File: src/rtl/mips_pkg.sv
// rtl/mips_pkg.sv - shared MIPS datapath constants and load-type encodings
// Purpose: constants and enums shared by the MEM/WB stage and its load extractor.
// Ports: none (package).
package mips_pkg;

    localparam int DATA_W     = 32;
    localparam int REG_ADDR_W = 5;

    typedef enum logic [2:0] {
        LT_LW  = 3'd0,
        LT_LH  = 3'd1,
        LT_LHU = 3'd2,
        LT_LB  = 3'd3,
        LT_LBU = 3'd4
    } load_type_e;

endpackage

File: src/rtl/load_extractor.sv
// rtl/load_extractor.sv - byte/half/word load extraction with sign/zero extension
// Purpose: picks the addressed byte or halfword out of an aligned little-endian
//          word and flags accesses that are not naturally aligned.
// Ports:
//   word       in   aligned 32-bit word from data memory
//   offset     in   byte offset within the word (address bits [1:0])
//   load_type  in   load encoding (LW/LH/LHU/LB/LBU); other values act as LW
//   data       out  extended load result
//   misaligned out  access not aligned to its size
module load_extractor
    import mips_pkg::*;
(
    input  logic [DATA_W-1:0] word,
    input  logic [1:0]        offset,
    input  logic [2:0]        load_type,
    output logic [DATA_W-1:0] data,
    output logic              misaligned
);

    logic [15:0] half_sel;
    logic [7:0]  byte_sel;

    always_comb begin
        // Halfword selection uses only offset[1]; offset[0] only matters for misalignment.
        half_sel = offset[1] ? word[31:16] : word[15:0];
        case (offset)
            2'd0:    byte_sel = word[7:0];
            2'd1:    byte_sel = word[15:8];
            2'd2:    byte_sel = word[23:16];
            default: byte_sel = word[31:24];
        endcase
    end

    always_comb begin
        data       = word;
        misaligned = (offset != 2'd0);
        case (load_type)
            LT_LH: begin
                data       = {{16{half_sel[15]}}, half_sel};
                misaligned = offset[0];
            end
            LT_LHU: begin
                data       = {16'h0000, half_sel};
                misaligned = offset[0];
            end
            LT_LB: begin
                data       = {{24{byte_sel[7]}}, byte_sel};
                misaligned = 1'b0;
            end
            LT_LBU: begin
                data       = {24'h000000, byte_sel};
                misaligned = 1'b0;
            end
            default: begin
                data       = word;
                misaligned = (offset != 2'd0);
            end
        endcase
    end

endmodule

File: src/rtl/mem_wb_stage.sv
// rtl/mem_wb_stage.sv - MEM/WB pipeline register and register-bank writeback
// Purpose: registers the MEM-stage result, selects link/load/ALU write data,
//          drives the register-bank write port, flags misaligned loads and
//          counts retired instructions.
// Ports:
//   clk, reset                  clock, synchronous active-high reset
//   stall, flush                hold / bubble the WB register (flush wins)
//   mem_*                       MEM-stage instruction fields
//   wb_valid, wb_reg_write,
//   wb_write_reg, wb_write_data register-bank write port
//   misaligned_load, err_sticky misaligned load in WB / seen since reset
//   retire_count                retired instruction count (wraps)
module mem_wb_stage #(
    parameter int DATA_W     = mips_pkg::DATA_W,
    parameter int REG_ADDR_W = mips_pkg::REG_ADDR_W,
    parameter int CNT_W      = 32
) (
    input  logic                  clk,
    input  logic                  reset,
    input  logic                  stall,
    input  logic                  flush,
    input  logic                  mem_valid,
    input  logic                  mem_reg_write,
    input  logic [REG_ADDR_W-1:0] mem_write_reg,
    input  logic                  mem_to_reg,
    input  logic                  mem_link,
    input  logic [2:0]            mem_load_type,
    input  logic [DATA_W-1:0]     mem_alu_result,
    input  logic [DATA_W-1:0]     mem_read_data,
    input  logic [DATA_W-1:0]     mem_pc_plus4,
    output logic                  wb_valid,
    output logic                  wb_reg_write,
    output logic [REG_ADDR_W-1:0] wb_write_reg,
    output logic [DATA_W-1:0]     wb_write_data,
    output logic                  misaligned_load,
    output logic                  err_sticky,
    output logic [CNT_W-1:0]      retire_count
);

    logic                  valid_q,     valid_d;
    logic                  reg_write_q, reg_write_d;
    logic [REG_ADDR_W-1:0] write_reg_q, write_reg_d;
    logic                  to_reg_q,    to_reg_d;
    logic                  link_q,      link_d;
    logic [2:0]            load_type_q, load_type_d;
    logic [DATA_W-1:0]     alu_q,       alu_d;
    logic [DATA_W-1:0]     rdata_q,     rdata_d;
    logic [DATA_W-1:0]     pc4_q,       pc4_d;
    logic                  err_q,       err_d;
    logic [CNT_W-1:0]      cnt_q,       cnt_d;

    logic [DATA_W-1:0]     load_data;
    logic                  load_mis;
    logic                  retire;

    load_extractor u_load_extractor (
        .word       (rdata_q),
        .offset     (alu_q[1:0]),
        .load_type  (load_type_q),
        .data       (load_data),
        .misaligned (load_mis)
    );

    assign misaligned_load = valid_q & to_reg_q & load_mis;
    assign wb_valid        = valid_q;
    assign wb_write_reg    = write_reg_q;
    assign wb_reg_write    = valid_q & reg_write_q & (write_reg_q != '0) & ~misaligned_load;
    assign wb_write_data   = link_q   ? pc4_q     :
                             to_reg_q ? load_data : alu_q;
    assign err_sticky      = err_q;
    assign retire_count    = cnt_q;

    // An entry leaves WB when it is not held; a flush also pushes it out even if stalled.
    assign retire = valid_q & (~stall | flush);

    always_comb begin
        valid_d     = valid_q;
        reg_write_d = reg_write_q;
        write_reg_d = write_reg_q;
        to_reg_d    = to_reg_q;
        link_d      = link_q;
        load_type_d = load_type_q;
        alu_d       = alu_q;
        rdata_d     = rdata_q;
        pc4_d       = pc4_q;
        if (flush) begin
            valid_d     = 1'b0;
            reg_write_d = 1'b0;
        end else if (!stall) begin
            valid_d     = mem_valid;
            reg_write_d = mem_valid & mem_reg_write;
            write_reg_d = mem_write_reg;
            to_reg_d    = mem_to_reg;
            link_d      = mem_link;
            load_type_d = mem_load_type;
            alu_d       = mem_alu_result;
            rdata_d     = mem_read_data;
            pc4_d       = mem_pc_plus4;
        end
        err_d = err_q | misaligned_load;
        cnt_d = cnt_q + CNT_W'(retire);
    end

    always_ff @(posedge clk) begin
        if (reset) begin
            valid_q     <= 1'b0;
            reg_write_q <= 1'b0;
            write_reg_q <= '0;
            to_reg_q    <= 1'b0;
            link_q      <= 1'b0;
            load_type_q <= '0;
            alu_q       <= '0;
            rdata_q     <= '0;
            pc4_q       <= '0;
            err_q       <= 1'b0;
            cnt_q       <= '0;
        end else begin
            valid_q     <= valid_d;
            reg_write_q <= reg_write_d;
            write_reg_q <= write_reg_d;
            to_reg_q    <= to_reg_d;
            link_q      <= link_d;
            load_type_q <= load_type_d;
            alu_q       <= alu_d;
            rdata_q     <= rdata_d;
            pc4_q       <= pc4_d;
            err_q       <= err_d;
            cnt_q       <= cnt_d;
        end
    end

endmodule

File: config.mk
export PLATFORM = sky130hd
export DESIGN_NAME = mem_wb_stage
export DESIGN_NICKNAME = d
export VERILOG_FILES = /design/src/rtl/mips_pkg.sv /design/src/rtl/load_extractor.sv /design/src/rtl/mem_wb_stage.sv
export SDC_FILE = /design/constraint.sdc
export NUM_CORES = 1
export LEC_CHECK = 0
export ABC_CLOCK_PERIOD_IN_PS = 2100
export BUFFER_PORTS_ARGS = -buffer_cell sky130_fd_sc_hd__clkbuf_2
export CORE_MARGIN = 3
export CORE_UTILIZATION = 25
export CTS_CLUSTER_DIAMETER = 120
export DETAILED_ROUTE_END_ITERATION = 6
export GPL_TIMING_DRIVEN = 0
export MAX_ROUTING_LAYER = met4
export PLACE_DENSITY = 0.47
export SLEW_MARGIN = 25
export SYNTH_ARGS = -nofsm -noshare
export SYNTH_HDL_FRONTEND = slang
export SYNTH_SLANG_ARGS = --single-unit
File: constraint.sdc
create_clock -name clk -period 2.1 [get_ports clk]
set_clock_uncertainty 0.1 [all_clocks]
set_input_delay 0.315 -clock clk [delete_from_list [all_inputs] [get_ports clk]]
set_output_delay 0.315 -clock clk [all_outputs]
set_load 0.03 [all_outputs]
==> flow_summary.ini <==
[grt]
overflow = 0
grt_max_degree = 17
antenna_found_initial = 0
grt_pass1_wl_um = 40270
grt_use_total = 0.1873
grt_pass1_vias = 7050

[route]
routed_wl_um = 26590
avgRoutedWirePerCell_um = 18.14
drt_iter0_markers = 454
route.detailed.drc = 0
vias = 7154
route.antenna.remaining_nets = 0
via_per_inst = 4.880
drt_first_pass_iters = 5

[synth]
seq_area_frac_synth = 0.4253
syn_area_per_cell_um2 = 7.727
synth-adder-area-share = 0.005278
netlist_instances = 859
syn_nets = 973
yosys_warnings = 0
synth.area.mux_share = 0.03205
yosysMostFrequentCell = nand2_1
synthTopCellsByCount = nand2_1, a21oi_1, dfxtp_1
synth_compound_area_frac = 0.2183
synth_top_family_by_area = simple AND/OR/NAND/NOR gates
syn_area_um2 = 6638
ys.flop_type = dfxtp_1
synth_cell_types = 54
synthTopCellsByArea = dfxtp_1, nand2_1, a21oi_1, o31ai_1, a221oi_1
synth_edf_count = 0
netlist.area_leader.share = 0.4253
yosys.area_share.simple = 0.2509
synth_xor_area_frac = 0.01715
yosysTopAreaCell = dfxtp_1
async_flop_share = 0
synth-seq-cells = 141

[place]
dp_hpwl_um = 19270
dpl.cell_count = 1377
place.port_buffers = 183
dpl_cell_area_um2 = 8230
place.gp.congestion = 0.8425

[setup_path]
critPathSlowestCell = mux4_2
cp.arrival_ps = 2220
end_kind = output pin
crit_chain = mux4_2, clkbuf_16, a221oi_4, o31ai_4, clkbuf_8
cpPeakStageDelay_ps = 610
worstPathRequired_ps = 1680
path_buf_inv = 2
crit_type = flop to output pin
cp_top_family = multiplexers
worst-path-max-fanout = 6
cp-start-kind = flop

[clocking]
root_buffer = clkbuf_16
cts_tree = yes
clockBufferDepth = 2
htreeDepth = 4
insertion_delay_ps = 430
cts_made_buffers = 17
cts_sinks = 141
clk_pin_slew_ps = 70

[timing]
worstMarginPinSlew_ps = 748.6
timing.fmax_ghz = 0.3792
setup_ws_ps = -537.3
fin_crit_sh = 1.256
hold_ws_ps = 13.46
rsz0062_at_grt = true
setup_viol = 34
finalHoldViolCount = 0
drv_slew = 0
relSlewSlack = 0.5009
final.min_clock_period_ps = 2637

[finish]
post-route-util = 0.4016
nFillCells = 2657
design_area_um2 = 10470
stdcell_count = 1466
layout.nets = 1231
area_growth_pct = 57.68
drive_gt1_frac = 0.3425

[floorplan]
fp.dieW_um = 168.9
dieArea_um2 = 28540
core_area_um2 = 26060
num_io_pins = 185
start_util = 0.2547
die_y_um = 168.9
rows = 59

[run_status]
violations = negative setup slack
status = complete, but fails checks

[worst_hold_path]
hp-class = primary input to flop

[power_and_ir_drop]
power.leakage_nw = 3.997
powerDensity_nw_per_um2 = 699.2
irDropWorstVdd_v = 0.0004851

[job]
cap_viol_max_count = 0
==> path summary, 6_finish.rpt <==
check	from	cells past startpoint	endpoint	slack, ps
setup reg to reg	wb_valid	7	retire_count[25]	90
hold reg to reg	pc4_q[24]	2	pc4_q[24]	360
setup / recovery	rdata_q[23]	5	wb_write_data[26]	-540
hold / removal	mem_pc_plus4[22]	3	pc4_q[22]	10
==> worst reg2reg max path, stage by stage, from the launching register on <==
cell,delay (ps)
dfxtp_4,390
a21boi_2,180
ha_2,210
and2_4,210
nand4_4,150
buf_6,190
or3_1,310
a21oi_1,160
==> area by class of cell <==
class                           count  area [µm²]  share of cell area
Inverter                            7       31.28            0.002989
Tap cell                          335       419.2             0.04005
Buffer                             65       410.4             0.03921
Sequential cell                   141        2844              0.2717
Multi-Input combinational cell    640        4319              0.4127
Antenna cell                        1       2.502           0.0002391
Timing Repair Buffer              245        1829              0.1748
Clock buffer                       18       429.2             0.04100
Clock inverter                     14       181.4             0.01733
==> placed cells by master, fill, tap and decap left out, types with 6 or more instances in the layout <==
| cell | n |
|---|---|
| a21oi_1 | 138 |
| a21oi_2 | 7 |
| a221o_1 | 7 |
| a221oi_4 | 21 |
| buf_1 | 6 |
| buf_4 | 31 |
| buf_6 | 12 |
| clkbuf_1 | 31 |
| clkbuf_16 | 19 |
| clkbuf_2 | 153 |
| clkbuf_4 | 6 |
| clkbuf_8 | 23 |
| dfxtp_1 | 132 |
| dlygate4sd3_1 | 30 |
| inv_1 | 6 |
| mux4_2 | 9 |
| nand2_1 | 239 |
| nand2_2 | 6 |
| nand3_1 | 11 |
| nand4_1 | 6 |
| nor2_1 | 49 |
| nor2b_1 | 7 |
| nor3b_1 | 7 |
| o21ai_0 | 10 |
| o31ai_1 | 12 |
| o31ai_2 | 7 |
| o31ai_4 | 9 |
| or3_1 | 8 |
| or4_1 | 12 |
| xor2_1 | 9 |
==> through the flow <==
stage	setup TNS [ps]	setup WS, ps	total power [W]
after floorplan	-376.4	-186.6	0.003459
after global placement	-39940	-645.6	0.003820
after detailed placement	-42990	-683.6	0.003824
after CTS	-15680	-539.9	0.007350
after global routing	-17800	-580.3	0.007584
final	-15780	-537.3	0.007319
==> per-layer routing <==
layer / vias up / part of all wire / wire length, µm / track usage
li1: 3541 / - / - / -
met1: 3398 / 0.46 / 12200 / 0.2414
met3: 16 / 0.052 / 1384 / 0.04437
met5: - / 0 / 0 / -
met2: 199 / 0.48 / 12740 / 0.3000
met4: 0 / 0.0099 / 263 / 0.04198
==> what timing repair did <==
item,4_1_cts,5_1_grt
cloned,4,0
setup buffers,25,4
pin swaps,41,19
setup endpoints to repair,93,71
hold buffers,28,2
resized for setup,208,36
endpoints found under the hold margin,28,2
==> where the power goes <==
part | switching, W | internal, W
clock network | 0.00130 | 0.00189
logic | 0.000696 | 0.000555
registers | 0.000107 | 0.00277
total | 0.00210 | 0.00522
==> cell families (layout without fill, tap and decap cells) <==
group / Yosys count / after routing
flops: 141 / 141
other cells: 0 / 1
fa+ha+maj: 3 / 3
xor+xnor: 13 / 13
mux: 10 / 10
compound gates: 238 / 238
simple gates: 376 / 376
buf+inv: 78 / 349
No activity file was read; power rests on OpenSTA's default activity.
